[config.mk]
export PLATFORM = sky130hd
export DESIGN_NAME = uart_alu_engine_flat
export DESIGN_NICKNAME = d
export VERILOG_FILES = /design/src/rtl/uart_alu_pkg.sv /design/src/rtl/uart_alu_if.sv /design/src/rtl/uart_alu_mul.sv /design/src/rtl/uart_alu_engine.sv /design/src/flat_wrapper.sv
export SDC_FILE = /design/constraint.sdc
export NUM_CORES = 1
export LEC_CHECK = 0
export ABC_CLOCK_PERIOD_IN_PS = 20800
export CAP_MARGIN = 25
export CORE_ASPECT_RATIO = 1.5
export CORE_MARGIN = 2
export CORE_UTILIZATION = 65
export DETAILED_ROUTE_END_ITERATION = 12
export PLACE_DENSITY_LB_ADDON = 0.1
export SYNTH_ARGS = -nofsm -noshare
export SYNTH_HDL_FRONTEND = slang
export SYNTH_SLANG_ARGS = --single-unit
[constraint.sdc]
create_clock -name clk_i -period 20.8 [get_ports clk_i]
set_clock_uncertainty 0.15 [all_clocks]
set_input_delay 6.24 -clock clk_i [delete_from_list [all_inputs] [get_ports clk_i]]
set_output_delay 6.24 -clock clk_i [all_outputs]
set_load 0.005 [all_outputs]
[src/rtl/uart_alu_pkg.sv]
// Shared constants and types for the UART packet ALU engine.
package uart_alu_pkg;

   localparam logic [7:0] OP_ECHO = 8'hEC;
   localparam logic [7:0] OP_ADD  = 8'hAD;
   localparam logic [7:0] OP_MUL  = 8'h63;

   // Header: opcode, reserved, length LSB, length MSB.
   localparam int HDR_BYTES = 4;

   typedef enum logic [3:0] {
      ST_IDLE,
      ST_RSVD,
      ST_LEN_LSB,
      ST_LEN_MSB,
      ST_ECHO_PL,
      ST_ECHO_DRAIN,
      ST_LOAD,
      ST_MUL_RUN,
      ST_RESULT
   } alu_state_e;

   // True for the three opcodes that start a packet; anything else is noise.
   function automatic logic is_opcode(input logic [7:0] b);
      return (b == OP_ECHO) || (b == OP_ADD) || (b == OP_MUL);
   endfunction

endpackage

[src/rtl/uart_alu_if.sv]
// Byte-stream handshake bundle between the UART side and the ALU engine.
// Signal names are from the engine's point of view (_i into it, _o out of it).
interface uart_alu_if;

   logic       valid_i;   // RX byte valid
   logic [7:0] data_i;    // RX byte
   logic       ready_o;   // engine accepts data_i this cycle
   logic       ready_i;   // TX consumer ready
   logic [7:0] data_o;    // TX byte
   logic       valid_o;   // data_o valid

   modport master (
      output valid_i, data_i, ready_i,
      input  ready_o, data_o, valid_o
   );

   modport slave (
      input  valid_i, data_i, ready_i,
      output ready_o, data_o, valid_o
   );

endinterface

[src/rtl/uart_alu_mul.sv]
// Sequential shift-add multiplier, low W bits of a*b.
// Bit 0 of the multiplier is consumed on the start edge itself so that done
// is high in the W-th cycle after start and the result can be taken on the
// following edge, giving the caller a W-cycle busy window.
module uart_alu_mul #(
   parameter int W = 32
) (
   input  logic         clk_i,
   input  logic         reset_i,
   input  logic         start_i,
   input  logic [W-1:0] a_i,
   input  logic [W-1:0] b_i,
   output logic         busy_o,
   output logic         done_o,
   output logic [W-1:0] p_o
);

   localparam int CW = $clog2(W + 1);

   logic [W-1:0]  prod_q,   prod_d;
   logic [W-1:0]  mcand_q,  mcand_d;
   logic [W-1:0]  mplier_q, mplier_d;
   logic [CW-1:0] cnt_q,    cnt_d;
   logic          busy_q,   busy_d;
   logic          done_q,   done_d;

   // Next-state: load on start when idle, otherwise one add/shift step per cycle.
   always_comb begin
      prod_d   = prod_q;
      mcand_d  = mcand_q;
      mplier_d = mplier_q;
      cnt_d    = cnt_q;
      busy_d   = busy_q;
      done_d   = 1'b0;
      if (!busy_q) begin
         if (start_i) begin
            prod_d   = b_i[0] ? a_i : '0;
            mcand_d  = a_i << 1;
            mplier_d = b_i >> 1;
            cnt_d    = CW'(W - 1);
            busy_d   = 1'b1;
         end
      end else begin
         if (mplier_q[0]) begin
            prod_d = prod_q + mcand_q;
         end
         mcand_d  = mcand_q << 1;
         mplier_d = mplier_q >> 1;
         cnt_d    = cnt_q - 1'b1;
         if (cnt_q == CW'(1)) begin
            busy_d = 1'b0;
            done_d = 1'b1;
         end
      end
   end

   // State registers.
   always_ff @(posedge clk_i or posedge reset_i) begin
      if (reset_i) begin
         prod_q   <= '0;
         mcand_q  <= '0;
         mplier_q <= '0;
         cnt_q    <= '0;
         busy_q   <= 1'b0;
         done_q   <= 1'b0;
      end else begin
         prod_q   <= prod_d;
         mcand_q  <= mcand_d;
         mplier_q <= mplier_d;
         cnt_q    <= cnt_d;
         busy_q   <= busy_d;
         done_q   <= done_d;
      end
   end

   assign busy_o = busy_q;
   assign done_o = done_q;
   assign p_o    = prod_q;

endmodule

[src/rtl/uart_alu_engine.sv]
// Byte-stream packet ALU: parses a 4-byte header, then echoes the payload or
// reduces it as little-endian operands (add / multiply) and returns one result.
module uart_alu_engine
   import uart_alu_pkg::*;
#(
   parameter int OPERAND_BYTES = 4,
   parameter int LENGTH_BITS   = 16
) (
   input  logic     clk_i,
   input  logic     reset_i,
   uart_alu_if.slave bus
);

   localparam int W     = 8 * OPERAND_BYTES;
   localparam int IDX_W = $clog2(OPERAND_BYTES + 1);

   alu_state_e             state_q,     state_d;
   logic [7:0]             opcode_q,    opcode_d;
   logic [7:0]             len_lo_q,    len_lo_d;
   logic [LENGTH_BITS-1:0] pay_q,       pay_d;
   logic [LENGTH_BITS-1:0] byte_cnt_q,  byte_cnt_d;
   logic [W-1:0]           opnd_q,      opnd_d;
   logic [IDX_W-1:0]       opnd_idx_q,  opnd_idx_d;
   logic                   first_q,     first_d;
   logic [W-1:0]           acc_q,       acc_d;
   logic [IDX_W-1:0]       res_idx_q,   res_idx_d;
   logic [7:0]             out_data_q,  out_data_d;
   logic                   out_valid_q, out_valid_d;

   logic                   ready;
   logic                   accept;
   logic                   transfer;
   logic [LENGTH_BITS-1:0] len_full;
   logic [LENGTH_BITS-1:0] pay_len;
   logic [LENGTH_BITS-1:0] byte_cnt_inc;
   logic                   last_byte;
   logic [W-1:0]           opnd_new;
   logic                   opnd_done;
   logic [7:0]             res_byte;
   logic                   mul_start;
   logic                   mul_go;
   logic                   mul_busy;
   logic                   mul_done;
   logic [W-1:0]           mul_p;

   // Input is only throttled while an output byte is pending or the multiplier runs.
   always_comb begin
      ready = 1'b0;
      case (state_q)
         ST_IDLE, ST_RSVD, ST_LEN_LSB, ST_LEN_MSB, ST_LOAD: ready = 1'b1;
         ST_ECHO_PL: ready = ~out_valid_q | bus.ready_i;
         default:    ready = 1'b0;
      endcase
   end

   assign accept   = bus.valid_i & ready;
   assign transfer = out_valid_q & bus.ready_i;

   // Header length includes the header itself; shorter lengths mean no payload.
   assign len_full = LENGTH_BITS'({bus.data_i, len_lo_q});
   assign pay_len  = (len_full >= LENGTH_BITS'(HDR_BYTES)) ?
                     (len_full - LENGTH_BITS'(HDR_BYTES)) : '0;

   assign byte_cnt_inc = byte_cnt_q + 1'b1;
   assign last_byte    = (byte_cnt_inc == pay_q);

   // Bytes land at their little-endian position; unfilled bytes stay zero,
   // which zero-extends a short trailing operand.
   assign opnd_new  = opnd_q | (W'(bus.data_i) << {opnd_idx_q, 3'b000});
   assign opnd_done = (opnd_idx_q == IDX_W'(OPERAND_BYTES - 1)) || last_byte;

   assign res_byte  = acc_q[{res_idx_q, 3'b000} +: 8];

   assign mul_go    = mul_start & ~mul_busy;

   uart_alu_mul #(.W(W)) u_mul (
      .clk_i   (clk_i),
      .reset_i (reset_i),
      .start_i (mul_go),
      .a_i     (acc_q),
      .b_i     (opnd_new),
      .busy_o  (mul_busy),
      .done_o  (mul_done),
      .p_o     (mul_p)
   );

   // Next-state and datapath updates for the packet FSM.
   always_comb begin
      state_d     = state_q;
      opcode_d    = opcode_q;
      len_lo_d    = len_lo_q;
      pay_d       = pay_q;
      byte_cnt_d  = byte_cnt_q;
      opnd_d      = opnd_q;
      opnd_idx_d  = opnd_idx_q;
      first_d     = first_q;
      acc_d       = acc_q;
      res_idx_d   = res_idx_q;
      out_data_d  = out_data_q;
      out_valid_d = out_valid_q;
      mul_start   = 1'b0;

      case (state_q)
         ST_IDLE: begin
            if (accept && is_opcode(bus.data_i)) begin
               opcode_d = bus.data_i;
               state_d  = ST_RSVD;
            end
         end

         ST_RSVD: begin
            if (accept) state_d = ST_LEN_LSB;
         end

         ST_LEN_LSB: begin
            if (accept) begin
               len_lo_d = bus.data_i;
               state_d  = ST_LEN_MSB;
            end
         end

         ST_LEN_MSB: begin
            if (accept) begin
               pay_d      = pay_len;
               byte_cnt_d = '0;
               opnd_d     = '0;
               opnd_idx_d = '0;
               acc_d      = '0;
               first_d    = 1'b1;
               res_idx_d  = '0;
               if (pay_len == '0) begin
                  state_d = (opcode_q == OP_ECHO) ? ST_IDLE : ST_RESULT;
               end else begin
                  state_d = (opcode_q == OP_ECHO) ? ST_ECHO_PL : ST_LOAD;
               end
            end
         end

         ST_ECHO_PL: begin
            if (accept) begin
               out_data_d  = bus.data_i;
               out_valid_d = 1'b1;
               byte_cnt_d  = byte_cnt_inc;
               if (last_byte) state_d = ST_ECHO_DRAIN;
            end else if (transfer) begin
               out_valid_d = 1'b0;
            end
         end

         ST_ECHO_DRAIN: begin
            if (transfer) begin
               out_valid_d = 1'b0;
               state_d     = ST_IDLE;
            end
         end

         ST_LOAD: begin
            if (accept) begin
               byte_cnt_d = byte_cnt_inc;
               opnd_d     = opnd_new;
               opnd_idx_d = opnd_idx_q + 1'b1;
               if (opnd_done) begin
                  opnd_d     = '0;
                  opnd_idx_d = '0;
                  if (opcode_q == OP_ADD) begin
                     acc_d = acc_q + opnd_new;
                     if (last_byte) state_d = ST_RESULT;
                  end else if (first_q) begin
                     acc_d   = opnd_new;
                     first_d = 1'b0;
                     if (last_byte) state_d = ST_RESULT;
                  end else begin
                     mul_start = 1'b1;
                     state_d   = ST_MUL_RUN;
                  end
               end
            end
         end

         ST_MUL_RUN: begin
            if (mul_done) begin
               acc_d   = mul_p;
               state_d = (byte_cnt_q == pay_q) ? ST_RESULT : ST_LOAD;
            end
         end

         ST_RESULT: begin
            // res_idx counts bytes already loaded into the output register.
            if (transfer) begin
               if (res_idx_q == IDX_W'(OPERAND_BYTES)) begin
                  out_valid_d = 1'b0;
                  state_d     = ST_IDLE;
               end else begin
                  out_data_d = res_byte;
                  res_idx_d  = res_idx_q + 1'b1;
               end
            end else if (!out_valid_q) begin
               out_data_d  = res_byte;
               out_valid_d = 1'b1;
               res_idx_d   = res_idx_q + 1'b1;
            end
         end

         default: state_d = ST_IDLE;
      endcase
   end

   // State and datapath registers; reset abandons any packet in flight.
   always_ff @(posedge clk_i or posedge reset_i) begin
      if (reset_i) begin
         state_q     <= ST_IDLE;
         opcode_q    <= '0;
         len_lo_q    <= '0;
         pay_q       <= '0;
         byte_cnt_q  <= '0;
         opnd_q      <= '0;
         opnd_idx_q  <= '0;
         first_q     <= 1'b0;
         acc_q       <= '0;
         res_idx_q   <= '0;
         out_data_q  <= '0;
         out_valid_q <= 1'b0;
      end else begin
         state_q     <= state_d;
         opcode_q    <= opcode_d;
         len_lo_q    <= len_lo_d;
         pay_q       <= pay_d;
         byte_cnt_q  <= byte_cnt_d;
         opnd_q      <= opnd_d;
         opnd_idx_q  <= opnd_idx_d;
         first_q     <= first_d;
         acc_q       <= acc_d;
         res_idx_q   <= res_idx_d;
         out_data_q  <= out_data_d;
         out_valid_q <= out_valid_d;
      end
   end

   assign bus.ready_o = ready;
   assign bus.data_o  = out_data_q;
   assign bus.valid_o = out_valid_q;

endmodule

[src/flat_wrapper.sv]
// flat-port wrapper written by rule: the top's interface ports become plain ports
module uart_alu_engine_flat import uart_alu_pkg::*;
#(
   parameter int OPERAND_BYTES = 4,
   parameter int LENGTH_BITS   = 16
)
  (clk_i, reset_i, bus_valid_i, bus_data_i, bus_ready_i, bus_ready_o, bus_data_o, bus_valid_o);
  uart_alu_if bus_i ();
  input  logic clk_i;
  input  logic reset_i;
  input wire logic [$bits(bus_i.valid_i)-1:0] bus_valid_i;
  input wire logic [$bits(bus_i.data_i)-1:0] bus_data_i;
  input wire logic [$bits(bus_i.ready_i)-1:0] bus_ready_i;
  output wire logic [$bits(bus_i.ready_o)-1:0] bus_ready_o;
  output wire logic [$bits(bus_i.data_o)-1:0] bus_data_o;
  output wire logic [$bits(bus_i.valid_o)-1:0] bus_valid_o;
  assign bus_i.valid_i = bus_valid_i;
  assign bus_i.data_i = bus_data_i;
  assign bus_i.ready_i = bus_ready_i;
  assign bus_ready_o = bus_i.ready_o;
  assign bus_data_o = bus_i.data_o;
  assign bus_valid_o = bus_i.valid_o;
  uart_alu_engine #(.OPERAND_BYTES(OPERAND_BYTES), .LENGTH_BITS(LENGTH_BITS)) u_core (.clk_i(clk_i), .reset_i(reset_i), .bus(bus_i));
endmodule
==> summary.txt, run 1 <==
Fmax: 70.5 MHz
Minimum clock period: 14.19 ns
Total die area: 24,800 sq um
Crit path launch: bus_ready_i
Synth warn: 0
Layout area overhead: 7.18%
Clock Path Buffers: 3
Antenna violations before repair: 0
CP max FO: 4
Synth Area in Compound Gates: 21.3%
Number of flops mapped to enable cells by yosys: 0
Area occupied by registers: 5860 sq um
Clock Root Buffer: clkbuf_16
Post_cts resized: 0
WHS Endpoint: u_core.opcode_q[5]
Vias/cell: 6.46
Share of layout cells above drive strength 1: 6.52%
GPL Wtd Cong: 1.04
Post-Syn Instances: 1,730
Multi-input logic area: 8850 sq um
Setup CP Type: primary input to output pin
DRT antenna net count: 0
RSZ-0062 raised after global routing: false
Final nets: 1,779
CTS buffer count: 23
Cell Rows: 68
Reg2reg setup slack: 15.97 ns
Mux contribution to synthesized area: 7.20%
Synth Net Count: 1,821
Port-buffer cells: 21
Detail Placement HPWL: 30,100 um
DRC Markers: 0
Final period util: 68.2%
Netlist cell types: 79
DRC marker count from the first detailed-route iteration: 1,190
Hold path depth: 1
CP Capture Type: output pin
Die W: 129 um
Pwr Density: 175 nW/um^2
DR vias: 13,000
Slew @ Worst Pin: 1.03 ns
Slew Limit Fails: 0
Final hold vios: 0
Sink Count: 234
I/O pin count: 22
H-tree depth: 1
Global-route wire length before repair: 65,700 um
Post-Synth XOR/XNOR Area: 5.73%
Placed Cells: 1,976
Final setup viols: 0
R2R depth: 14
Largest net degree at the start of global routing: 112
Final instance count without filler cells: 2,018
Final wirelength: 41,100 um
# fillers: 1,840
Max cap viols: 0
Gr usage total: 33.6%
Hold_sp: u_core.opcode_q[5]
Starting density of the core: 66.3%
Worst-path clk slew: 0.06 ns
Number of post-CTS setup repair buffers: 0
Main combinational cell family by area after synthesis: compound AO/OA/AOI/OAI gates
Register bit count reported by yosys: 234
Core Box Area: 23,100 sq um
Syn Area/Cell: 8.84 sq um
CTS tree: built
Synth Area in Adders: 6.57%
Diode count: 0
Async S/R FF share, synth: 100%
Pre-CTS WS: 6.62 ns
Seq/Total Area, Yosys: 38.3%
Main flop type after synthesis: dfrtp_1
Final setup TNS: 0 ns
Worst Setup Slack, final: 6.61 ns
Simple-Gate Fraction of Synth Area: 17.1%
Startpoint Class: primary input
Die height: 192 um
FF-to-FF End: u_core.acc_q[31]
Max_slew headroom: 31.1%
CP Data Arrival Time: 7.80 ns
Hold buffer count at cts: 0
Vias in the first global route: 12,600
Leakage: 6.85 nW
TritonRoute pass-1 iters: 6
Status: finished clean
Maximum vdd drop: 0.166 mV
Final Core Density: 71.0%
Hold crit path type: register to register
Clock Latency Late Sink: 0.52 ns
Gr ovfl total: 0
RR Startpoint: u_core.opnd_idx_q[0]
Synth Cell Area: 15,300 sq um
Drt wl/cell: 20.4 um
Critical path data required time: 14.41 ns
[metrics by stage]
step	hold WS, ns	cell area, sq um	power (mW)
floorplan	0.275	15300	2.02
global placement	0.297	15600	2.36
detailed placement	0.298	15600	2.41
CTS	0.321	16300	2.84
global route	0.347	16400	3.09
finish	0.327	16400	2.87
[critical path: stages]
cell             delay (ns)
clkdlybuf4s50_1        0.51
nor3b_1                0.07
o21ai_0                0.25
nor2b_1                0.21
clkdlybuf4s50_1        0.52
[cell type report]
cell class	count	area share [%]
clock buffers	27	3.79
clock inverters	13	0.771
inverters	28	0.687
multi-input cells	1358	54.0
flip-flops and latches	234	35.8
well taps	315	2.41
repair buffers	43	2.54
[state kept, by name, indices dropped and copies added, names as in the netlist]
name                   flops
u_core.u_mul.busy_o        1
u_core.first_q             1
u_core.res_idx_q           3
u_core.u_mul.cnt_q         6
u_core.len_lo_q            8
u_core.bus.valid_o         1
u_core.u_mul.p_o          32
u_core.opcode_q            8
u_core.byte_cnt_q         16
u_core.bus.data_o          8
u_core.u_mul.done_o        1
u_core.pay_q              16
u_core.u_mul.mplier_q     31
u_core.acc_q              32
u_core.state_q             4
u_core.opnd_q             32
u_core.opnd_idx_q          3
u_core.u_mul.mcand_q      31
[cell usage after synthesis (7+ instances only)]
cell / instances / area share [%]
a211oi_1: 10 / 0.49
a21o_1: 53 / 2.6
a21oi_1: 173 / 5.7
a222oi_1: 16 / 1.0
a22oi_1: 32 / 1.6
a31oi_1: 16 / 0.65
and2_1: 11 / 0.45
and3_1: 23 / 0.94
buf_1: 7 / 0.17
buf_2: 16 / 0.52
clkbuf_1: 78 / 1.9
dfrtp_1: 234 / 38
ha_1: 77 / 6.3
inv_1: 28 / 0.69
mux2_2: 23 / 1.7
mux2i_1: 66 / 4.3
mux4_2: 8 / 1.2
nand2_1: 192 / 4.7
nand2b_1: 10 / 0.41
nand3_1: 28 / 0.92
nand3b_1: 9 / 0.44
nand4_1: 20 / 0.82
nor2_1: 166 / 4.1
nor2b_1: 15 / 0.61
nor3_1: 40 / 1.3
nor3b_1: 12 / 0.59
o211ai_1: 9 / 0.44
o21ai_0: 138 / 4.5
o31ai_1: 11 / 0.54
or3_1: 7 / 0.29
xnor2_1: 61 / 3.5
xor2_1: 39 / 2.2
[cells by family (layout without fill, tap and decap cells)]
kind of cell    after synthesis  count (layout)
mux                          97              97
fa+ha+maj                    79              79
flops                       234             234
xor+xnor                    100             100
compound gates              521             521
buf+inv                     138             111
simple gates                561             561
[metal layers]
layer  vias up  routed length [um]  GRT usage [%]  part of all wire (%)
met5         -                   0              0                     0
met4         0                2580           18.6                   6.3
li1       6170                   -              -                     -
met3       130                2100           3.43                   5.1
met2       459               20600           59.3                    50
met1      6280               15900           39.9                    39
[cell usage in the layout (no fill, tap or decap), types with 12 or more instances in the layout]
cell	synthesis	final
a222oi_1	16	16
clkbuf_16	0	23
nor3_1	40	40
nor2_1	166	164
o21ai_0	138	138
mux2_2	23	23
xor2_1	39	39
a21oi_1	173	173
ha_1	77	77
a22oi_1	32	32
nor2b_1	15	15
a31oi_1	16	16
xnor2_1	61	61
clkdlybuf4s50_1	0	21
nand2_1	192	192
nand4_1	20	20
buf_4	5	20
nand3_1	28	28
nor3b_1	12	12
dfrtp_1	234	233
mux2i_1	66	66
and3_1	23	23
inv_1	28	27
a21o_1	53	53
[where the power goes]
part | internal (mW) | switching (mW)
logic | 0.703 | 0.918
registers | 0.622 | 0.206
clock network | 0.238 | 0.183
total | 1.56 | 1.31
[worst max-delay path by stage]
stage / endpoint / slack [ns] / depth (start not counted)
after CTS: bus_ready_o / 6.62 / 5
after global routing: bus_ready_o / 6.53 / 5
after detailed placement: bus_ready_o / 6.62 / 5
final: bus_ready_o / 6.61 / 5
after floorplan: bus_ready_o / 7.77 / 3
after global placement: bus_ready_o / 6.67 / 5
(Power assumes the default switching activity.)
==> inputs of run 2 (changes only) <==
ABC_CLOCK_PERIOD_IN_PS = 13960   (was 20800)
CORE_UTILIZATION = 64   (was 65)
clock period = 13.96 ns   (was 20.8 ns; I/O delays follow)
==> summary.txt, run 2 (same netlist as run 1, synthesis figures left out) <==
Share of layout cells above drive strength 1: 6.80% (was 6.52%)
Leakage: 6.92 nW (was 6.85 nW)
H-tree depth: 1 (unchanged)
Starting density of the core: 64.9% (was 66.3%)
Slew Limit Fails: 0 (unchanged)
Multi-input logic area: 8850 sq um (unchanged)
Detail Placement HPWL: 30,600 um (was 30,100 um)
DRC marker count from the first detailed-route iteration: 1,127 (was 1,190)
Final hold slack: 0.334 ns (was 0.327 ns)
CP Capture Type: output pin (unchanged)
Met3 wire length: 2050 um (was 2100 um)
CP max FO: 4 (unchanged)
Finished Cell Area: 16,500 sq um (was 16,400 sq um)
Top sig layer: met4 (unchanged)
Global-route wire length before repair: 68,700 um (was 65,700 um)
Worst-path clk slew: 0.07 ns (was 0.06 ns)
Hold_sp: u_core.u_mul.mplier_q[11] (was u_core.opcode_q[5])
FF-to-FF End: u_core.acc_q[30] (was u_core.acc_q[31])
Final setup TNS: 0 ns (unchanged)
Max cap viols: 0 (unchanged)
Maximum vdd drop: 0.239 mV (was 0.166 mV)
CTS buffer count: 24 (was 23)
Placed cell areas: 15,600 sq um (about the same)
Hold path depth: 2 (was 1)
Hold buffer count at cts: 0 (unchanged)
Fmax: 99.7 MHz
Die W: 130 um (was 129 um)
Area occupied by registers: 5860 sq um (unchanged)
Vias/cell: 6.45 (was 6.46)
Drt wl/cell: 21.1 um (was 20.4 um)
Gr usage total: 34.6% (was 33.6%)
Leading cell type in the layout, fill and taps excluded: dfrtp_1 (unchanged)
Placed Cells: 1,981 (was 1,976)
# fillers: 1,844 (was 1,840)
CP Data Arrival Time: 5.69 ns (was 7.80 ns)
TritonRoute pass-1 iters: 5 (was 6)
Vias in the first global route: 12,800 (was 12,600)
GPL Wtd Cong: 1.01 (was 1.04)
Cell Rows: 69 (was 68)
Critical path data required time: 9.62 ns (was 14.41 ns)
Final setup viols: 0 (unchanged)
Final nets: 1,781 (was 1,779)
RR Startpoint: u_core.opnd_idx_q[0] (unchanged)
I/O pin count: 22 (unchanged)
DRT antenna net count: 0 (unchanged)
Met1 wire length: 16,700 um (was 15,900 um)
CTS tree: built (unchanged)
Setup CP Type: primary input to output pin (unchanged)
Sink Count: 234 (unchanged)
Layout area overhead: 8.21% (was 7.18%)
Gr ovfl total: 0 (unchanged)
Antenna violations before repair: 0 (unchanged)
Final period util: 71.9%
Startpoint Class: primary input (unchanged)
Final instance count without filler cells: 2,026 (was 2,018)
Die height: 193 um (was 192 um)
Total die area: 25,200 sq um (was 24,800 sq um)
Pwr Density: 267 nW/um^2 (was 175 nW/um^2)
RSZ-0062 raised after global routing: false (unchanged)
WHS Endpoint: u_core.u_mul.mplier_q[10] (was u_core.opcode_q[5])
DRC Markers: 0 (unchanged)
Met2 wire length: 21,300 um (was 20,600 um)
Post_cts resized: 0 (unchanged)
Clock Latency Late Sink: 0.53 ns (was 0.52 ns)
Minimum clock period: 10.03 ns
Final hold vios: 0 (unchanged)
Clock Path Buffers: 3 (unchanged)
Reg2reg setup slack: 8.94 ns (was 15.97 ns)
Status: finished clean (unchanged)
Hold crit path type: register to register (unchanged)
R2R depth: 15 (was 14)
DR vias: 13,100 (was 13,000)
Diode count: 0 (unchanged)
Number of post-CTS setup repair buffers: 0 (unchanged)
Most frequent cells in the layout: 233 x dfrtp_1, 192 x nand2_1, 173 x a21oi_1, 164 x nor2_1, 138 x o21ai_0 (unchanged)
Slew @ Worst Pin: 0.959 ns (was 1.03 ns)
Largest net degree at the start of global routing: 95 (was 112)
Clock Root Buffer: clkbuf_16 (unchanged)
Max_slew headroom: 35.6% (was 31.1%)
Final wirelength: 42,800 um (was 41,100 um)
Port-buffer cells: 21 (unchanged)
Core Box Area: 23,600 sq um (was 23,100 sq um)
Tot Pwr: 4.41 mW (was 2.87 mW)
run 2: where the power goes:
group / switching, mW / internal [mW]
logic: 1.37 / 1.05
clock network: 0.293 / 0.454
registers: 0.318 / 0.926
total: 1.98 / 2.43
run 2: stage by stage:
stage	util, %	worst slack (ns)
2_1_floorplan	-	3.20
3_5_place_dp	66.2	3.96
6_report	70.2	3.93
3_3_place_gp	66.2	3.95
4_1_cts	70.1	3.94
5_1_grt	70.2	3.83
run 2: worst max path at each step:
stage | start | end | slack, ns | cells past startpoint
3_3_place_gp | bus_ready_i | bus_ready_o | 3.95 | 5
6_report | bus_ready_i | bus_ready_o | 3.93 | 5
4_1_cts | bus_ready_i | bus_ready_o | 3.94 | 5
5_1_grt | bus_ready_i | bus_ready_o | 3.83 | 5
2_1_floorplan | reset_i | u_core.acc_q[0] | 3.20 | 1
3_5_place_dp | bus_ready_i | bus_ready_o | 3.96 | 5
run 2: critical path: stages:
cell	delay, ns
clkdlybuf4s50_1	0.51
nor3b_1	0.06
o21ai_0	0.22
nor2b_1	0.20
clkdlybuf4s50_1	0.52
run 2: cell type report:
type	count	share of cell area [%]
clock buffers	27	3.95
repair buffers	44	2.39
flip-flops and latches	234	35.4
inverters	28	0.681
clock inverters	16	1.61
multi-input cells	1358	53.5
well taps	319	2.41
run 2: routing by layer:
| metal | global-route usage (%) | vias up |
|---|---|---|
| met2 | 59.0 | 405 |
| met5 | 0 | - |
| li1 | - | 6194 |
| met3 | 4.20 | 130 |
| met4 | 19.4 | 0 |
| met1 | 42.0 | 6344 |
==> inputs of run 3 (changes only) <==
ABC_CLOCK_PERIOD_IN_PS = 10000   (was 13960)
clock period = 10 ns   (was 13.96 ns; I/O delays follow)
==> summary.txt, run 3 (same netlist as run 1, synthesis figures left out) <==
RR Startpoint: u_core.opnd_idx_q[0] (unchanged)
Clk pwr share: 15.7% (was 16.9%)
I/O pin count: 22 (unchanged)
Vias in the first global route: 13,000 (was 12,800)
Diode count: 0 (unchanged)
Core Box Area: 23,600 sq um (unchanged)
Slew @ Worst Pin: 1.05 ns (was 0.959 ns)
Clock Root Buffer: clkbuf_16 (unchanged)
Post_cts resized: 0 (unchanged)
Drt wl/cell: 21.9 um (was 21.1 um)
Sink Count: 234 (unchanged)
Final setup TNS: 0 ns (unchanged)
Minimum clock period: 7.69 ns
Sequential share of power: 28.3% (was 28.2%)
Die W: 130 um (unchanged)
Internal power: 3.33 mW (was 2.43 mW)
Pwr Density: 375 nW/um^2 (was 267 nW/um^2)
Clock Path Buffers: 3 (unchanged)
Leading cell type in the layout, fill and taps excluded: dfrtp_1 (unchanged)
Detail Placement HPWL: 31,800 um (was 30,600 um)
Port-buffer cells: 21 (unchanged)
R2R depth: 14 (was 15)
Slew Limit Fails: 0 (unchanged)
Status: finished clean (unchanged)
Starting density of the core: 64.9% (unchanged)
Max cap viols: 0 (unchanged)
Hold_sp: u_core.bus.data_o[1] (was u_core.u_mul.mplier_q[11])
Final hold vios: 0 (unchanged)
Global-route wire length before repair: 70,100 um (was 68,700 um)
Leakage: 6.90 nW (was 6.92 nW)
Antenna violations before repair: 0 (unchanged)
CP Data Arrival Time: 4.54 ns (was 5.69 ns)
Maximum vdd drop: 0.410 mV (was 0.239 mV)
Clock Latency Late Sink: 0.55 ns (was 0.53 ns)
CP Capture Type: output pin (unchanged)
Final wirelength: 44,400 um (was 42,800 um)
Sw Pwr: 2.84 mW (was 1.98 mW)
Pre-CTS WS: 2.33 ns (was 3.96 ns)
H-tree depth: 1 (unchanged)
Fmax: 130 MHz
Cell Rows: 69 (unchanged)
Critical path data required time: 6.85 ns (was 9.62 ns)
Final instance count without filler cells: 2,026 (unchanged)
WHS Endpoint: u_core.bus.data_o[1] (was u_core.u_mul.mplier_q[10])
Number of post-CTS setup repair buffers: 0 (unchanged)
Hold buffer count at cts: 0 (unchanged)
Sw Ratio: 46.0% (was 44.9%)
Largest net degree at the start of global routing: 91 (was 95)
Max_slew headroom: 29.5% (was 35.6%)
RSZ-0062 raised after global routing: false (unchanged)
Met2 wire length: 22,100 um (was 21,300 um)
Gr usage total: 35.6% (was 34.6%)
Met1 wire length: 17,000 um (was 16,700 um)
Vias/cell: 6.52 (was 6.45)
Hold crit path type: register to register (unchanged)
Die height: 193 um (unchanged)
Final nets: 1,781 (unchanged)
Startpoint Class: primary input (unchanged)
Worst Setup Slack, final: 2.31 ns (was 3.93 ns)
TritonRoute pass-1 iters: 6 (was 5)
Final period util: 76.9%
DRC marker count from the first detailed-route iteration: 1,003 (was 1,127)
CP max FO: 4 (unchanged)
Final setup viols: 0 (unchanged)
Setup CP Type: primary input to output pin (unchanged)
DRT antenna net count: 0 (unchanged)
Worst-path clk slew: 0.06 ns (was 0.07 ns)
Hold path depth: 2 (unchanged)
Total die area: 25,200 sq um (unchanged)
FF-to-FF End: u_core.acc_q[31] (was u_core.acc_q[30])
Share of layout cells above drive strength 1: 6.56% (was 6.80%)
Most frequent cells in the layout: 233 x dfrtp_1, 192 x nand2_1, 173 x a21oi_1, 164 x nor2_1, 138 x o21ai_0 (unchanged)
Top sig layer: met4 (unchanged)
Comb power frac: 56.0% (was 54.8%)
Layout area overhead: 7.73% (was 8.21%)
Reg2reg setup slack: 5.15 ns (was 8.94 ns)
DRC Markers: 0 (unchanged)
CTS tree: built (unchanged)
Gr ovfl total: 0 (unchanged)
DR vias: 13,200 (was 13,100)
Placed Cells: 1,980 (was 1,981)
GPL Wtd Cong: 1.01 (about the same)
# fillers: 1,892 (was 1,844)
Met3 wire length: 2450 um (was 2050 um)
CTS buffer count: 25 (was 24)
## run 3: stage by stage
step	instance area (sq um)	hold WS, ns	total power, mW	utilization [%]
after CTS	16400	0.315	6.09	69.7
after global placement	15600	0.291	5.01	66.1
after detailed placement	15600	0.297	5.09	66.1
final	16500	0.332	6.17	69.9
after floorplan	15300	0.275	4.20	-
after global routing	16500	0.351	6.62	69.9
## run 3: worst max-delay path by stage
stage / from / to / slack (ns) / depth (start not counted)
2_1_floorplan: reset_i / u_core.acc_q[0] / 0.43 / 1
3_3_place_gp: bus_ready_i / bus_ready_o / 2.37 / 5
5_1_grt: bus_ready_i / bus_ready_o / 2.18 / 5
4_1_cts: bus_ready_i / bus_ready_o / 2.31 / 5
3_5_place_dp: bus_ready_i / bus_ready_o / 2.33 / 5
6_report: bus_ready_i / bus_ready_o / 2.31 / 5
## run 3: layout make-up
cell class | instances | area, sq um | share of cell area [%]
Inverter | 28 | 113 | 0.684
Clock inverter | 10 | 136 | 0.828
Sequential cell | 234 | 5860 | 35.6
Multi-Input combinational cell | 1358 | 8850 | 53.8
Tap cell | 319 | 399 | 2.42
Clock buffer | 34 | 709 | 4.31
Timing Repair Buffer | 43 | 395 | 2.40
## run 3: power by group through the flow
stage                     clock [mW]  combinational [mW]  sequential (mW)
after floorplan                    0                2.67             1.54
after global placement             0                3.28             1.73
after detailed placement           0                3.35             1.74
after CTS                      0.976                3.39             1.73
after global routing            1.01                3.82             1.78
final                          0.969                3.45             1.75
## run 3: metal layers
layer | GRT usage (%) | up-vias
li1 | - | 6172
met1 | 42.9 | 6403
met2 | 60.4 | 476
met3 | 5.12 | 156
met4 | 19.8 | 0
met5 | 0 | -
## run 3: critical path, cell delays in order
cell	delay [ns]
clkdlybuf4s50_1	0.52
nor3b_1	0.06
o21ai_0	0.23
nor2b_1	0.20
clkdlybuf4s50_1	0.52
